--- src/rtl/rename_pkg.sv ---
// rename_pkg: tag type and sizing shared by the free list, ROB and map table
package rename_pkg;
  localparam int TAG_W = 32;
  localparam int NUM_PREG = 32;
  localparam int NUM_AREG = 4;
  typedef logic [TAG_W-1:0] tag_t;
  localparam tag_t NULL_TAG = '0;
endpackage

--- src/rtl/phys_reg_free_list_if.sv ---
// phys_reg_free_list_if: allocate/return bundle between ROB (master) and free list (slave)
interface phys_reg_free_list_if #(
  parameter int CNT_W = $clog2(rename_pkg::NUM_PREG + 1)
) ();
  import rename_pkg::*;
  logic alloc_req;
  tag_t free_list_PR_out;
  logic free_list_not_empty;
  logic retire_free_valid;
  tag_t retire_free_tag;
  logic squash_free_valid;
  tag_t squash_free_tag;
  logic [CNT_W-1:0] free_count;
  logic overflow_err;
  logic double_free_err;
  modport master (
    output alloc_req, retire_free_valid, retire_free_tag, squash_free_valid, squash_free_tag,
    input free_list_PR_out, free_list_not_empty, free_count, overflow_err, double_free_err
  );
  modport slave (
    input alloc_req, retire_free_valid, retire_free_tag, squash_free_valid, squash_free_tag,
    output free_list_PR_out, free_list_not_empty, free_count, overflow_err, double_free_err
  );
endinterface

--- src/rtl/free_list_dup_check.sv ---
// free_list_dup_check: membership bitmap of free tags, flags frees of tags already held
module free_list_dup_check #(
  parameter int NUM_PREG = rename_pkg::NUM_PREG,
  parameter int NUM_AREG = rename_pkg::NUM_AREG,
  parameter int IW = $clog2(NUM_PREG)
) (
  input  logic          clk,
  input  logic          reset,
  input  logic          pop_i,
  input  logic [IW-1:0] pop_tag_i,
  input  logic          retire_ok_i,
  input  logic [IW-1:0] retire_tag_i,
  input  logic          squash_ok_i,
  input  logic [IW-1:0] squash_tag_i,
  input  logic          retire_acc_i,
  input  logic          squash_acc_i,
  output logic          retire_dup_o,
  output logic          squash_dup_o,
  output logic          double_free_err_o
);
  logic [NUM_PREG-1:0] in_list_q, in_list_d;
  logic err_q;
  assign retire_dup_o = in_list_q[retire_tag_i];
  // a squash carrying the same tag as a valid retire loses to the retire
  assign squash_dup_o = in_list_q[squash_tag_i] || (retire_ok_i && retire_tag_i == squash_tag_i);
  assign double_free_err_o = err_q;
  always_comb begin
    in_list_d = in_list_q;
    if (pop_i) in_list_d[pop_tag_i] = 1'b0;
    if (retire_acc_i) in_list_d[retire_tag_i] = 1'b1;
    if (squash_acc_i) in_list_d[squash_tag_i] = 1'b1;
  end
  always_ff @(posedge clk or posedge reset)
    if (reset) begin
      for (int i = 0; i < NUM_PREG; i++) in_list_q[i] <= i > NUM_AREG;
      err_q <= 1'b0;
    end else begin
      in_list_q <= in_list_d;
      err_q <= err_q | (retire_ok_i && retire_dup_o) | (squash_ok_i && squash_dup_o);
    end
endmodule

--- src/rtl/phys_reg_free_list.sv ---
// phys_reg_free_list: circular FIFO of free physical tags; FREE_LIST_DUP_CHECK_EN adds double-free detection
module phys_reg_free_list #(
  parameter int NUM_PREG = rename_pkg::NUM_PREG,
  parameter int NUM_AREG = rename_pkg::NUM_AREG
) (
  input logic clk,
  input logic reset,
  phys_reg_free_list_if.slave fl
);
  import rename_pkg::*;
  localparam int DEPTH = NUM_PREG - 1 - NUM_AREG;
  localparam int PW = $clog2(DEPTH);
  localparam int CNT_W = $clog2(NUM_PREG + 1);
  localparam logic [CNT_W-1:0] DEPTH_C = CNT_W'(DEPTH);
  tag_t mem_q [DEPTH];
  logic [PW-1:0] head_q, tail_q;
  logic [CNT_W-1:0] count_q, count_d, room;
  logic ovf_q, pop, ok_r, ok_s, dup_r, dup_s, cand_r, cand_s, acc_r, acc_s;
  function automatic logic [PW-1:0] adv(input logic [PW-1:0] p, input int n);
    int s;
    s = int'(p) + n;
    return PW'(s >= DEPTH ? s - DEPTH : s);
  endfunction
  assign pop = fl.alloc_req && count_q != '0;
  assign ok_r = fl.retire_free_valid && fl.retire_free_tag != NULL_TAG && fl.retire_free_tag < tag_t'(NUM_PREG);
  assign ok_s = fl.squash_free_valid && fl.squash_free_tag != NULL_TAG && fl.squash_free_tag < tag_t'(NUM_PREG);
  assign cand_r = ok_r && !dup_r;
  assign cand_s = ok_s && !dup_s;
  // a same-cycle pop frees one slot for the incoming tags
  assign room = DEPTH_C - count_q + CNT_W'(pop);
  assign acc_r = cand_r && room != '0;
  assign acc_s = cand_s && room > CNT_W'(acc_r);
  assign count_d = count_q - CNT_W'(pop) + CNT_W'(acc_r) + CNT_W'(acc_s);
  assign fl.free_list_PR_out = mem_q[head_q];
  assign fl.free_list_not_empty = count_q != '0;
  assign fl.free_count = count_q;
  assign fl.overflow_err = ovf_q;
`ifdef FREE_LIST_DUP_CHECK_EN
  localparam int IW = $clog2(NUM_PREG);
  free_list_dup_check #(.NUM_PREG(NUM_PREG), .NUM_AREG(NUM_AREG)) u_dup (
    .clk(clk),
    .reset(reset),
    .pop_i(pop),
    .pop_tag_i(fl.free_list_PR_out[IW-1:0]),
    .retire_ok_i(ok_r),
    .retire_tag_i(fl.retire_free_tag[IW-1:0]),
    .squash_ok_i(ok_s),
    .squash_tag_i(fl.squash_free_tag[IW-1:0]),
    .retire_acc_i(acc_r),
    .squash_acc_i(acc_s),
    .retire_dup_o(dup_r),
    .squash_dup_o(dup_s),
    .double_free_err_o(fl.double_free_err)
  );
`else
  assign dup_r = 1'b0;
  assign dup_s = 1'b0;
  assign fl.double_free_err = 1'b0;
`endif
  always_ff @(posedge clk or posedge reset)
    if (reset) begin
      for (int i = 0; i < DEPTH; i++) mem_q[i] <= tag_t'(NUM_AREG + 1 + i);
      head_q <= '0;
      tail_q <= '0;
      count_q <= DEPTH_C;
      ovf_q <= 1'b0;
    end else begin
      if (acc_r) mem_q[tail_q] <= fl.retire_free_tag;
      if (acc_s) mem_q[acc_r ? adv(tail_q, 1) : tail_q] <= fl.squash_free_tag;
      head_q <= pop ? adv(head_q, 1) : head_q;
      tail_q <= adv(tail_q, int'(acc_r) + int'(acc_s));
      count_q <= count_d;
      ovf_q <= ovf_q | (cand_r && !acc_r) | (cand_s && !acc_s);
    end
endmodule
--- src/flat_wrapper.sv ---
// flat-port wrapper written by rule: the top's interface ports become plain ports
module phys_reg_free_list_flat import rename_pkg::*;
#(
  parameter int NUM_PREG = rename_pkg::NUM_PREG,
  parameter int NUM_AREG = rename_pkg::NUM_AREG
)
  (clk, reset, fl_alloc_req, fl_retire_free_valid, fl_retire_free_tag, fl_squash_free_valid, fl_squash_free_tag, fl_free_list_PR_out, fl_free_list_not_empty, fl_free_count, fl_overflow_err, fl_double_free_err);
  phys_reg_free_list_if fl_i ();
  input logic clk;
  input logic reset;
  input wire logic [$bits(fl_i.alloc_req)-1:0] fl_alloc_req;
  input wire logic [$bits(fl_i.retire_free_valid)-1:0] fl_retire_free_valid;
  input wire logic [$bits(fl_i.retire_free_tag)-1:0] fl_retire_free_tag;
  input wire logic [$bits(fl_i.squash_free_valid)-1:0] fl_squash_free_valid;
  input wire logic [$bits(fl_i.squash_free_tag)-1:0] fl_squash_free_tag;
  output wire logic [$bits(fl_i.free_list_PR_out)-1:0] fl_free_list_PR_out;
  output wire logic [$bits(fl_i.free_list_not_empty)-1:0] fl_free_list_not_empty;
  output wire logic [$bits(fl_i.free_count)-1:0] fl_free_count;
  output wire logic [$bits(fl_i.overflow_err)-1:0] fl_overflow_err;
  output wire logic [$bits(fl_i.double_free_err)-1:0] fl_double_free_err;
  assign fl_i.alloc_req = fl_alloc_req;
  assign fl_i.retire_free_valid = fl_retire_free_valid;
  assign fl_i.retire_free_tag = fl_retire_free_tag;
  assign fl_i.squash_free_valid = fl_squash_free_valid;
  assign fl_i.squash_free_tag = fl_squash_free_tag;
  assign fl_free_list_PR_out = fl_i.free_list_PR_out;
  assign fl_free_list_not_empty = fl_i.free_list_not_empty;
  assign fl_free_count = fl_i.free_count;
  assign fl_overflow_err = fl_i.overflow_err;
  assign fl_double_free_err = fl_i.double_free_err;
  phys_reg_free_list #(.NUM_PREG(NUM_PREG), .NUM_AREG(NUM_AREG)) u_core (.clk(clk), .reset(reset), .fl(fl_i));
endmodule
--- config.mk ---
export PLATFORM = sky130hd
export DESIGN_NAME = phys_reg_free_list_flat
export DESIGN_NICKNAME = d
export VERILOG_FILES = /design/src/rtl/rename_pkg.sv /design/src/rtl/phys_reg_free_list_if.sv /design/src/rtl/free_list_dup_check.sv /design/src/rtl/phys_reg_free_list.sv /design/src/flat_wrapper.sv
export SDC_FILE = /design/constraint.sdc
export NUM_CORES = 2
export LEC_CHECK = 0
export ABC_AREA = 0
export BUFFER_PORTS_ARGS = -buffer_cell sky130_fd_sc_hd__buf_2
export CELL_PAD_IN_SITES_DETAIL_PLACEMENT = 0
export CELL_PAD_IN_SITES_GLOBAL_PLACEMENT = 1
export CORE_MARGIN = 4
export CORE_UTILIZATION = 52
export DETAILED_ROUTE_END_ITERATION = 7
export PLACE_DENSITY = 0.79
export SYNTH_ARGS = -nofsm -noshare
export SYNTH_HDL_FRONTEND = slang
export SYNTH_SLANG_ARGS = --single-unit
--- constraint.sdc ---
create_clock -name clk -period 34.5 [get_ports clk]
set_input_delay 6.9 -clock clk [delete_from_list [all_inputs] [get_ports clk]]
set_output_delay 6.9 -clock clk [all_outputs]
set_load 0.01 [all_outputs]
==> tab_implementation.tex <==
\begin{tabular}{lr}
\hline
Metric & Value \\
\hline
\multicolumn{2}{l}{\textbf{Run status}} \\
Result of the run & completed \\
\multicolumn{2}{l}{\textbf{Global routing}} \\
Antenna violations before repair & 2 \\
Pin count of the biggest net entering global routing & 158 \\
Aggregate global-route resource usage & 0.252 \\
Via count of the first global-routing pass & 25382 \\
Remaining Overflow, GRT & 0 \\
First-pass GRT wire length & 155000 um \\
\multicolumn{2}{l}{\textbf{Routing}} \\
TritonRoute pass-1 iters & 5 \\
DRC errors left & 0 \\
Number of DRC markers in iteration 0 & 1958 \\
Antenna-violating nets left & 0 \\
Detailed Route WL & 98500 um \\
Routed vias & 23913 \\
Avg WL per Cell & 24.4 um \\
Detailed-route vias per instance & 5.92 \\
\multicolumn{2}{l}{\textbf{CTS}} \\
Number of buffers added by the clock tree synthesis step & 92 \\
Clock latency on the worst-skew pair & 0.64 ns \\
Post-CTS sizing & 0 \\
TritonCTS clock tree & built \\
Clock Pin Slew Worst Setup and Hold Paths & 0.06 ns \\
\# H-tree levels & 3 \\
Root buffer cell & clkbuf\_16 \\
Cts-stage hold buffer count & 0 \\
Buffer count from post-CTS setup fixing & 0 \\
Sinks on the clock net & 881 \\
Clock Path Buffers & 3 \\
\multicolumn{2}{l}{\textbf{Critical path}} \\
Cell family with most CP delay & compound AO/OA/AOI/OAI gates \\
Critical path origin & fl\_alloc\_req \\
Beginning of the worst register-to-register path & u\_core.fl.free\_count[2] \\
Required time at the worst-slack endpoint & 35.02 ns \\
CP Depth & 18 \\
Ordered list of cells on the worst path & buf\_2, nand2\_1, inv\_1, ha\_1, ha\_1, a21boi\_0, xnor2\_1, a211oi\_2, a21oi\_4, ha\_1, nor2\_1, nor2\_1, a21boi\_2, clkinv\_1, a211oi\_1, and3\_1, a21boi\_4, and2\_1 \\
Category of the worst setup path launch point & input port \\
Top fanout value on the critical path & 38 \\
Setup slack of the worst register-to-register path & 27.88 ns \\
WP buf/inv & 3 \\
Startpoint-to-endpoint class of the critical path & input port to flop \\
Cells on worst reg2reg path & 20 \\
Top cell by count, worst path & ha\_1 \\
CP arrival & 12.39 ns \\
Largest incremental delay on the critical path & 0.81 ns \\
Endpoint class of the critical path & flop \\
Critical register-to-register path endpoint & u\_core.mem\_q[625] \\
Worst path slowest cell & a21oi\_4 \\
\multicolumn{2}{l}{\textbf{Synthesis}} \\
Share of Yosys cell area claimed by the top area cell type & 0.512 \\
Number of distinct library cell variants in the gate-level netlist after synthesis & 65 \\
Synthesized area per cell & 13.2 um2 \\
Number of enable-type register cells in the synthesized netlist & 0 \\
Most instantiated flip-flop cell in the synthesis netlist & dfrtp\_1 \\
Warning count from the yosys run & 0 \\
Cell type with the largest total area after synthesis & dfrtp\_1 \\
Leading cell types by total area after synthesis & dfrtp\_1 51\%, mux4\_2 13\%, and2\_1 12\% \\
Cell count after synthesis & 2959 \\
Synthesized flop and latch total & 881 \\
Synthesized netlist net count & 3055 \\
Async set-or-reset flop fraction in the synthesized netlist & 1.00 \\
Area of the mapped netlist & 39200 um2 \\
Post-synthesis sequential area ratio & 0.565 \\
\multicolumn{2}{l}{\textbf{Die}} \\
Die outline area & 79800 um2 \\
Starting utilization of the core area & 0.525 \\
Die span in x & 282 um \\
Vertical die dimension & 282 um \\
Standard cell core area & 74600 um2 \\
Core Rows & 100 \\
Boundary pin count & 110 \\
\multicolumn{2}{l}{\textbf{Final layout}} \\
Antenna cell count & 0 \\
P\&R area growth vs syn & 12.3\% \\
Final Instance Area & 44000 um2 \\
Ratio of cells with drive above 1 in the final layout & 0.240 \\
Final net count & 3088 \\
\multicolumn{2}{l}{\textbf{Timing}} \\
Final setup vio count & 0 \\
Setup WS post-layout & 22.63 ns \\
Final critical-path required period & 11.87 ns \\
Total count of hold-check failures in the final report & 0 \\
Clock Skews & 0.0178 ns \\
Ratio of final minimum period to clock period & 0.344 \\
Final number of max-transition violations & 0 \\
Unrepaired setup endpoints after global routing & no \\
Total negative setup slack & 0 ns \\
Max Clock Freq & 84.2 MHz \\
Worst slew margin relative to its limit & 0.192 \\
Slew at the pin closest to its max-slew limit & 1.21 ns \\
\multicolumn{2}{l}{\textbf{Placed design}} \\
Placed instance area & 40700 um2 \\
Count of input and output buffers & 108 \\
Sum of net half-perimeters after detailed placement & 57800 um \\
Post-Place Worst Slack & 22.00 ns \\
Placer's final routability congestion estimate & 0.837 \\
\multicolumn{2}{l}{\textbf{Min path}} \\
Min-Delay Startpoint & u\_core.mem\_q[747] \\
End point of the most critical hold path & u\_core.mem\_q[747] \\
Worst hold path class & flop to flop \\
Hold path depth & 1 \\
\multicolumn{2}{l}{\textbf{Power and ir drop}} \\
Power density of the placed cells & 58.1 nW/um2 \\
Static Leak & 21.4 nW \\
Maximum vdd drop & 0.0758 mV \\
\multicolumn{2}{l}{\textbf{Job}} \\
Number of maximum-capacitance violations & 0 \\
\hline
\end{tabular}
cell families after synthesis:
group                    Yosys count  share of synthesized area
multiplexers                     500                      0.202
adder cells (fa/ha/maj)           27                    0.00920
AND/OR/NAND/NOR                 1044                      0.155
buffers and inverters            234                     0.0229
flip-flops                       881                      0.565
AO/OA/AOI/OAI                    253                     0.0410
other                              1                  0.0000957
XOR/XNOR                          19                    0.00425
final cells by class:
class / instances / area [um2]
well taps: 969 / 1210
flip-flops and latches: 881 / 22200
clock inverters: 33 / 488
inverters: 26 / 108
fillers: 5779 / 30600
clock buffers: 137 / 2770
multi-input cells: 1844 / 16400
repair buffers: 147 / 891
how the worst max path moves through the flow:
stage | slack, ns | to
after floorplan | 2.97 | u_core.fl.free_count[2]
after global placement | 22.18 | u_core.mem_q[670]
after detailed placement | 22.00 | u_core.mem_q[666]
after CTS | 22.65 | u_core.mem_q[666]
after global routing | 22.21 | u_core.mem_q[666]
final | 22.63 | u_core.mem_q[625]
cells in the final DEF, fill, tap and decap left out, types with 58 or more instances in the layout:
| cell | synthesis | layout |
|---|---|---|
| dfrtp_1 | 802 | 799 |
| and2_1 | 742 | 743 |
| mux4_2 | 224 | 224 |
| mux2i_1 | 182 | 182 |
| buf_2 | 9 | 108 |
| o21ai_0 | 100 | 100 |
| clkbuf_16 | 0 | 94 |
| nand3_1 | 93 | 93 |
| nand2_1 | 92 | 92 |
| mux2_2 | 88 | 88 |
| dfstp_2 | 79 | 79 |
| nor2_1 | 59 | 58 |
synthesized netlist by cell type, types with 4 or more instances:
| library cell | instances |
|---|---|
| a21oi_1 | 15 |
| nor2b_1 | 4 |
| a211oi_1 | 4 |
| nor3_1 | 6 |
| buf_1 | 36 |
| mux2i_1 | 182 |
| inv_1 | 23 |
| xor2_1 | 9 |
| nand2_1 | 92 |
| mux2_2 | 88 |
| o21ai_0 | 100 |
| nand4_1 | 7 |
| and3_1 | 6 |
| mux4_2 | 224 |
| a31oi_1 | 33 |
| and2_1 | 742 |
| a21boi_0 | 4 |
| xnor2_1 | 10 |
| a22oi_1 | 4 |
| buf_2 | 9 |
| a21boi_2 | 6 |
| clkbuf_1 | 161 |
| mux2_1 | 6 |
| nor4_1 | 19 |
| nand3_1 | 93 |
| ha_1 | 24 |
| o211ai_1 | 4 |
| a21boi_1 | 22 |
| nor2_1 | 59 |
| dfstp_2 | 79 |
| dfrtp_1 | 802 |
| nand3b_1 | 4 |
| o22ai_1 | 35 |
where the power goes:
part / leakage [nW] / switching [W] / internal [W]
sequential: 12.0 / 0.0000474 / 0.00104
combinational: 7.77 / 0.000250 / 0.000159
clock: 1.60 / 0.000417 / 0.000639
total: 21.4 / 0.000714 / 0.00184
sequential cells by signal (all words and copies together), names as in the netlist:
name	flops
u_core.fl.free_count	6
u_core.fl.overflow_err	1
u_core.mem_q	864
u_core.tail_q	5
u_core.head_q	5
worst reg2reg max path, delay by kind of cell (launching register included):
family          cells  cell delay [ns]
buf+inv             3             0.66
fa+ha+maj           4             1.02
flops               1             0.50
xor+xnor            1             0.21
compound gates      6             2.31
simple gates        6             1.78
metrics by stage:
step,utilization,power (W),std cells,hold WS [ns]
2_1_floorplan,-,0.00141,2959,0.448
3_3_place_gp,0.545,0.00152,3866,0.463
3_5_place_dp,0.546,0.00153,3867,0.465
4_1_cts,0.590,0.00258,4037,0.480
5_1_grt,0.590,0.00265,4037,0.488
6_report,0.590,0.00256,4037,0.478
per-layer routing:
layer / vias to the layer above / track usage / share of wire
met4: 0 / 0.0612 / 0.022
met5: - / 0 / 0
met1: 12726 / 0.377 / 0.46
met2: 620 / 0.392 / 0.47
li1: 10415 / - / -
met3: 152 / 0.0407 / 0.051
(Power assumes the default switching activity.)
